## src/rtl/im_loader_if.sv

```systemverilog
// im_loader_if: byte-stream input and IM write-port bundle for im_loader.
//   in_data/in_valid/in_ready : 8-bit valid/ready byte stream (host -> loader)
//   im_we/im_waddr/im_wdata   : instruction-memory write port (loader -> IM)
// Modports: master = host/IM side, slave = loader side.
interface im_loader_if #(
  parameter int ADDR_W = 4
);
  logic [7:0]        in_data;
  logic              in_valid;
  logic              in_ready;
  logic              im_we;
  logic [ADDR_W-1:0] im_waddr;
  logic [15:0]       im_wdata;

  modport master (
    output in_data, in_valid,
    input  in_ready, im_we, im_waddr, im_wdata
  );

  modport slave (
    input  in_data, in_valid,
    output in_ready, im_we, im_waddr, im_wdata
  );
endinterface

```

## src/rtl/im_loader.sv

```systemverilog
// im_loader: receives a framed byte stream (HDR_BYTE, N, 2N payload bytes
// high-byte first, XOR checksum), writes N 16-bit words into the instruction
// memory and holds the CPU until a frame with a good checksum is resident.
// Ports:
//   clk, rst  : clock, synchronous active-high reset
//   bus       : im_loader_if.slave (byte stream in, IM write port out)
//   cpu_hold  : 1 = CPU must not fetch/execute
//   done      : last frame loaded and checksum passed
//   err       : last frame rejected
// Optional: define IM_LOADER_ZERO_FILL_EN to zero addresses N..DEPTH-1 after
// the last word (in_ready low while filling) before the checksum byte.
module im_loader #(
  parameter int          ADDR_W   = 4,
  parameter int          DEPTH    = 16,
  parameter logic [7:0]  HDR_BYTE = 8'hA5
) (
  input  logic     clk,
  input  logic     rst,
  im_loader_if.slave bus,
  output logic     cpu_hold,
  output logic     done,
  output logic     err
);

  // Counter is one bit wider than the address so N == DEPTH is representable.
  localparam int CW = ADDR_W + 1;

  typedef enum logic [2:0] {
    S_IDLE,
    S_COUNT,
    S_HI,
    S_LO,
    S_CHECK,
    S_DONE,
    S_ERROR
`ifdef IM_LOADER_ZERO_FILL_EN
    , S_FILL
`endif
  } state_e;

  state_e            state_q;
  logic              ready_q;
  logic              we_q;
  logic [ADDR_W-1:0] waddr_q;
  logic [15:0]       wdata_q;
  logic              hold_q;
  logic              done_q;
  logic              err_q;
  logic [CW-1:0]     n_q;
  logic [CW-1:0]     cnt_q;
  logic [7:0]        hi_q;
  logic [7:0]        chk_q;

  logic              accept;
  logic [CW-1:0]     cnt_inc;

  assign accept  = bus.in_valid & ready_q;
  assign cnt_inc = cnt_q + 1'b1;

  always_ff @(posedge clk) begin
    if (rst) begin
      state_q <= S_IDLE;
      ready_q <= 1'b1;
      we_q    <= 1'b0;
      waddr_q <= '0;
      wdata_q <= '0;
      hold_q  <= 1'b1;
      done_q  <= 1'b0;
      err_q   <= 1'b0;
      n_q     <= '0;
      cnt_q   <= '0;
      hi_q    <= '0;
      chk_q   <= '0;
    end else begin
      we_q <= 1'b0;
      case (state_q)
        // DONE and ERROR restart exactly like IDLE; their flags persist
        // until the next header is accepted.
        S_IDLE, S_DONE, S_ERROR: begin
          if (accept && bus.in_data == HDR_BYTE) begin
            state_q <= S_COUNT;
            done_q  <= 1'b0;
            err_q   <= 1'b0;
            hold_q  <= 1'b1;
          end
        end
        S_COUNT: begin
          if (accept) begin
            if (bus.in_data == 8'd0 || bus.in_data > 8'(DEPTH)) begin
              state_q <= S_ERROR;
              err_q   <= 1'b1;
              hold_q  <= 1'b1;
            end else begin
              n_q     <= CW'(bus.in_data);
              cnt_q   <= '0;
              chk_q   <= '0;
              state_q <= S_HI;
            end
          end
        end
        S_HI: begin
          if (accept) begin
            hi_q    <= bus.in_data;
            chk_q   <= chk_q ^ bus.in_data;
            state_q <= S_LO;
          end
        end
        S_LO: begin
          if (accept) begin
            we_q    <= 1'b1;
            waddr_q <= cnt_q[ADDR_W-1:0];
            wdata_q <= {hi_q, bus.in_data};
            chk_q   <= chk_q ^ bus.in_data;
            cnt_q   <= cnt_inc;
            if (cnt_inc == n_q) begin
`ifdef IM_LOADER_ZERO_FILL_EN
              if (n_q == CW'(DEPTH)) begin
                state_q <= S_CHECK;
              end else begin
                state_q <= S_FILL;
                ready_q <= 1'b0;
              end
`else
              state_q <= S_CHECK;
`endif
            end else begin
              state_q <= S_HI;
            end
          end
        end
`ifdef IM_LOADER_ZERO_FILL_EN
        // cnt_q enters holding N; one zero word per cycle through DEPTH-1.
        S_FILL: begin
          we_q    <= 1'b1;
          waddr_q <= cnt_q[ADDR_W-1:0];
          wdata_q <= '0;
          cnt_q   <= cnt_inc;
          if (cnt_inc == CW'(DEPTH)) begin
            state_q <= S_CHECK;
            ready_q <= 1'b1;
          end
        end
`endif
        S_CHECK: begin
          if (accept) begin
            if (bus.in_data == chk_q) begin
              state_q <= S_DONE;
              done_q  <= 1'b1;
              hold_q  <= 1'b0;
            end else begin
              state_q <= S_ERROR;
              err_q   <= 1'b1;
              hold_q  <= 1'b1;
            end
          end
        end
        default: state_q <= S_IDLE;
      endcase
    end
  end

  assign bus.in_ready = ready_q;
  assign bus.im_we    = we_q;
  assign bus.im_waddr = waddr_q;
  assign bus.im_wdata = wdata_q;
  assign cpu_hold     = hold_q;
  assign done         = done_q;
  assign err          = err_q;

endmodule

```

## src/flat_wrapper.sv

```systemverilog
// flat-port wrapper written by rule: the top's interface ports become plain ports
module im_loader_flat 
#(
  parameter int          ADDR_W   = 4,
  parameter int          DEPTH    = 16,
  parameter logic [7:0]  HDR_BYTE = 8'hA5
)
  (clk, rst, cpu_hold, done, err, bus_in_data, bus_in_valid, bus_in_ready, bus_im_we, bus_im_waddr, bus_im_wdata);
  im_loader_if #(.ADDR_W(ADDR_W)) bus_i ();
  input  logic clk;
  input  logic rst;
  output logic cpu_hold;
  output logic done;
  output logic err;
  input wire logic [$bits(bus_i.in_data)-1:0] bus_in_data;
  input wire logic [$bits(bus_i.in_valid)-1:0] bus_in_valid;
  output wire logic [$bits(bus_i.in_ready)-1:0] bus_in_ready;
  output wire logic [$bits(bus_i.im_we)-1:0] bus_im_we;
  output wire logic [$bits(bus_i.im_waddr)-1:0] bus_im_waddr;
  output wire logic [$bits(bus_i.im_wdata)-1:0] bus_im_wdata;
  assign bus_i.in_data = bus_in_data;
  assign bus_i.in_valid = bus_in_valid;
  assign bus_in_ready = bus_i.in_ready;
  assign bus_im_we = bus_i.im_we;
  assign bus_im_waddr = bus_i.im_waddr;
  assign bus_im_wdata = bus_i.im_wdata;
  im_loader #(.ADDR_W(ADDR_W), .DEPTH(DEPTH), .HDR_BYTE(HDR_BYTE)) u_core (.clk(clk), .rst(rst), .bus(bus_i), .cpu_hold(cpu_hold), .done(done), .err(err));
endmodule
```

## config.mk

```make
export PLATFORM = sky130hd
export DESIGN_NAME = im_loader_flat
export DESIGN_NICKNAME = d
export VERILOG_FILES = /design/src/rtl/im_loader_if.sv /design/src/rtl/im_loader.sv /design/src/flat_wrapper.sv
export SDC_FILE = /design/constraint.sdc
export NUM_CORES = 1
export LEC_CHECK = 0
export CORE_UTILIZATION = 50
export DETAILED_ROUTE_END_ITERATION = 7
export DONT_BUFFER_PORTS = 1
export PLACE_DENSITY = 0.69
export SLEW_MARGIN = 0
export SYNTH_ARGS = -nofsm -noshare
export SYNTH_HDL_FRONTEND = slang
export SYNTH_SLANG_ARGS = --single-unit
```

## constraint.sdc

```tcl
create_clock -name clk -period 2.65 [get_ports clk]
set_clock_uncertainty 0.2 [all_clocks]
set_input_delay 0 -clock clk [delete_from_list [all_inputs] [get_ports clk]]
set_output_delay 0 -clock clk [all_outputs]
set_load 0.02 [all_outputs]
```

==> impl_metrics.yaml <==
status:
  status: "finished, final reports clean"
power_and_ir_drop:
  internal_power_mw: 1.102
  seq_power_share_pct: 55.9
  pwr-share-comb_pct: 14.2
  power_mw: 1.537
  power_switching_uw: 435.0
  power_density_nw_per_um2: 557.8
  p_sw_share_pct: 28.31
  leakagePower_nw: 0.8976
  power.share.clock_pct: 29.9
  vdd_ir_drop_max_v: 0.0003172
timing:
  worst_slew_pin_slew_ns: 0.6775
  timing.hold.ws_ns: 0.01958
  slew_violations: 0
  finalCritPeriodShare_pct: 90.00
  layout_min_cycle_time_ns: 2.385
  rsz0062_at_grt: "false"
  setup_viol_count_final: 0
  tns_ns: 0
  fmax_ghz: 0.4193
  max_slew_margin_pct: 54.83
  hold_viol_final: 0
route:
  first_pass_iters: 4
  wl_per_cell_um: 15.12
  vias: 2158
  ant_nets: 0
  drc: 0
  via_per_inst: 5.664
  drt_iter0_markers: 199
  drt-total-wl_um: 5759
finish:
  synthToLayoutAreaGrowth_pct: 9.443
  fillers: 448
  drive_gt1_share_pct: 6.369
  nets: 325
  multi_input_area_um2: 1319
  regArea_um2: 1062
  layout.cells.non_filler: 381
  antenna_cells: 0
setup_path:
  required_ns: 2.71
  reg2reg_depth: 6
  reg2reg_from: "u_core.state_q[2]"
  crit_slowest_cell: "dlygate4sd3_1"
  critPathMaxStageDelay_ns: 0.56
  worstSetupPathType: "flop to flop"
  path_delay_family: "buffers and inverters"
  r2r-end: "u_core.bus.im_wdata[11]"
  crit_buf_inv: 2
  regToRegSetupSlack_ns: 0.27
  critPathLaunchType: "flop"
  cp.arrival_ns: 2.44
  endpoint_kind: "flop"
  cp_max_fo: 15
  path_cells: "nand2b_1 > nor2_1 > buf_4 > nand2_1 > a21oi_1 > dlygate4sd3_1"
yosys:
  ys_ff_latch: 53
  synth_area_leaders: "dfxtp_1 42%, a21oi_1 8.3%, nand2_1 8.2%"
  async_reset_ff_share_pct: 0
  yosysUniqueCellTypes: 49
  synth.largest_area_cell: "dfxtp_1"
  syn-num-nets: 327
  netlist_top_cells_count: "55 x nand2_1, 53 x dfxtp_1, 42 x a21oi_1"
  synth.most_common_cell: "nand2_1"
  synth_edf_count: 0
  syn_area_per_cell_um2: 7.992
  ys_seq_area_share_pct: 42.15
  yosysTopAreaCellShare_pct: 42.15
  yosysWarnings: 0
  synthCells: 315
  synth_ff_type: "dfxtp_1"
  syn_area_um2: 2517
cts:
  cts_tree: "built"
  cts_buffers: 5
  insertion_delay_ns: 0.31
  path_clk_slew_ns: 0.09
  cts-root-buf: "clkbuf_8"
  clockBufferDepth: 2
  cts.sinks: 53
  h-tree-depth: 2
global_route:
  grt_pass1_wl_um: 9535
  grt_use_met3_pct: 6.354
  grt_use_met1_pct: 29.50
  grt_pass1_vias: 1982
  grt_antenna_before_repair: 0
  grt-busiest-layer: "met2"
  track_usage_pct: 23.35
  use_met2_pct: 36.97
  grt_max_degree: 57
  grt_overflow_total: 0
worst_hold_path:
  hp-start: "bus_in_valid"
  min_path_cells: 3
  hp-class: "primary input to flop"
  min_to: "u_core.chk_q[2]"
die:
  die_h_um: 72.96
  coreArea_um2: 4786
  dieArea_um2: 5322
  placementRows: 25
  io_pins: 36
  start_util_pct: 52.60
  dieWidth_um: 72.96
placement:
  dp.cells: 360
  gp_congestion: 0.8582
  portBuffers: 0
  post-dp-hpwl_um: 3590
run:
  maxCapViolations: 0
[state kept, by name, summed over array words and instances (netlist names)]
register and count:
u_core.state_q 3, u_core.err 1, u_core.bus.im_wdata 16, u_core.n_q 5, u_core.done 1, u_core.hi_q 8
u_core.bus.im_waddr 4, u_core.chk_q 8, u_core.cnt_q 5, u_core.cpu_hold 1, u_core.bus.im_we 1
[power by group through the flow]
stage	logic [mW]	clock network, mW	registers, mW
floorplan	0.187	0	0.852
global placement	0.174	0	0.874
detailed placement	0.175	0	0.875
CTS	0.218	0.468	0.856
global route	0.242	0.497	0.863
finish	0.218	0.460	0.859
[worst max path at each step]
| stage | start | endpoint | cells past startpoint | slack, ns |
|---|---|---|---|---|
| finish | u_core.state_q[2] | u_core.bus.im_wdata[11] | 6 | 0.27 |
| global route | u_core.state_q[2] | u_core.bus.im_wdata[11] | 6 | 0.13 |
| CTS | u_core.state_q[1] | u_core.bus.im_wdata[11] | 6 | 0.15 |
| detailed placement | u_core.state_q[1] | u_core.cnt_q[2] | 4 | 0.55 |
| global placement | u_core.state_q[1] | u_core.cnt_q[2] | 4 | 0.59 |
| floorplan | u_core.chk_q[5] | u_core.state_q[0] | 5 | 0.66 |
[metrics by stage]
stage	utilization, %	instance area, µm²	setup slack [ns]
6_report	57.57	2755	0.2651
5_1_grt	57.57	2755	0.1264
4_1_cts	57.54	2754	0.1536
3_5_place_dp	52.81	2527	0.5516
3_3_place_gp	52.81	2527	0.5919
2_1_floorplan	-	2517	0.6645
[area by class of cell]
type	instances	area share, %
multi-input cells	229	47.87
flip-flops and latches	53	38.56
well taps	67	3.043
inverters	5	0.6812
clock inverters	2	0.4995
repair buffers	19	6.721
clock buffers	6	2.634
[logic make-up (layout without fill, tap and decap cells)]
| family | after synthesis | count (layout) | synth area share [%] |
|---|---|---|---|
| fa+ha+maj | 2 | 2 | 0.8946 |
| simple gates | 129 | 129 | 24.80 |
| xor+xnor | 12 | 12 | 4.175 |
| other cells | 1 | 1 | 0.1490 |
| mux | 10 | 10 | 4.026 |
| compound gates | 75 | 75 | 18.34 |
| flops | 53 | 53 | 42.15 |
| buf+inv | 33 | 32 | 5.467 |
[timing repair]
action,4_1_cts,5_1_grt
setup endpoints to repair,0,1
hold endpoints to repair,53,0
gates resized for setup,0,1
buffers inserted,0,0
hold buffers,13,0
[worst register-to-register path, stage by stage (launching register included)]
cell           delay [ns]
dfxtp_1              0.45
nand2b_1             0.25
nor2_1               0.42
buf_4                0.26
nand2_1              0.06
a21oi_1              0.12
dlygate4sd3_1        0.56
[layer usage]
layer,wire (µm),part of all wire [%],up-vias
met5,0,0,-
met2,2730,47,45
met1,2582,45,1014
li1,-,-,1086
met3,303,5.3,13
met4,142,2.5,0
[placed cells by master (no fill, tap or decap), drive strengths merged, types with 6 or more instances in the layout]
cell type     n
nand2        55
dfxtp        53
a21oi        42
nor2         26
dlygate4sd3  12
nand3        10
mux2i         9
o31ai         8
xnor2         8
nand3b        7
nor4          7
buf           7
a31oi         6
clkbuf        6
(Power assumes the default switching activity.)
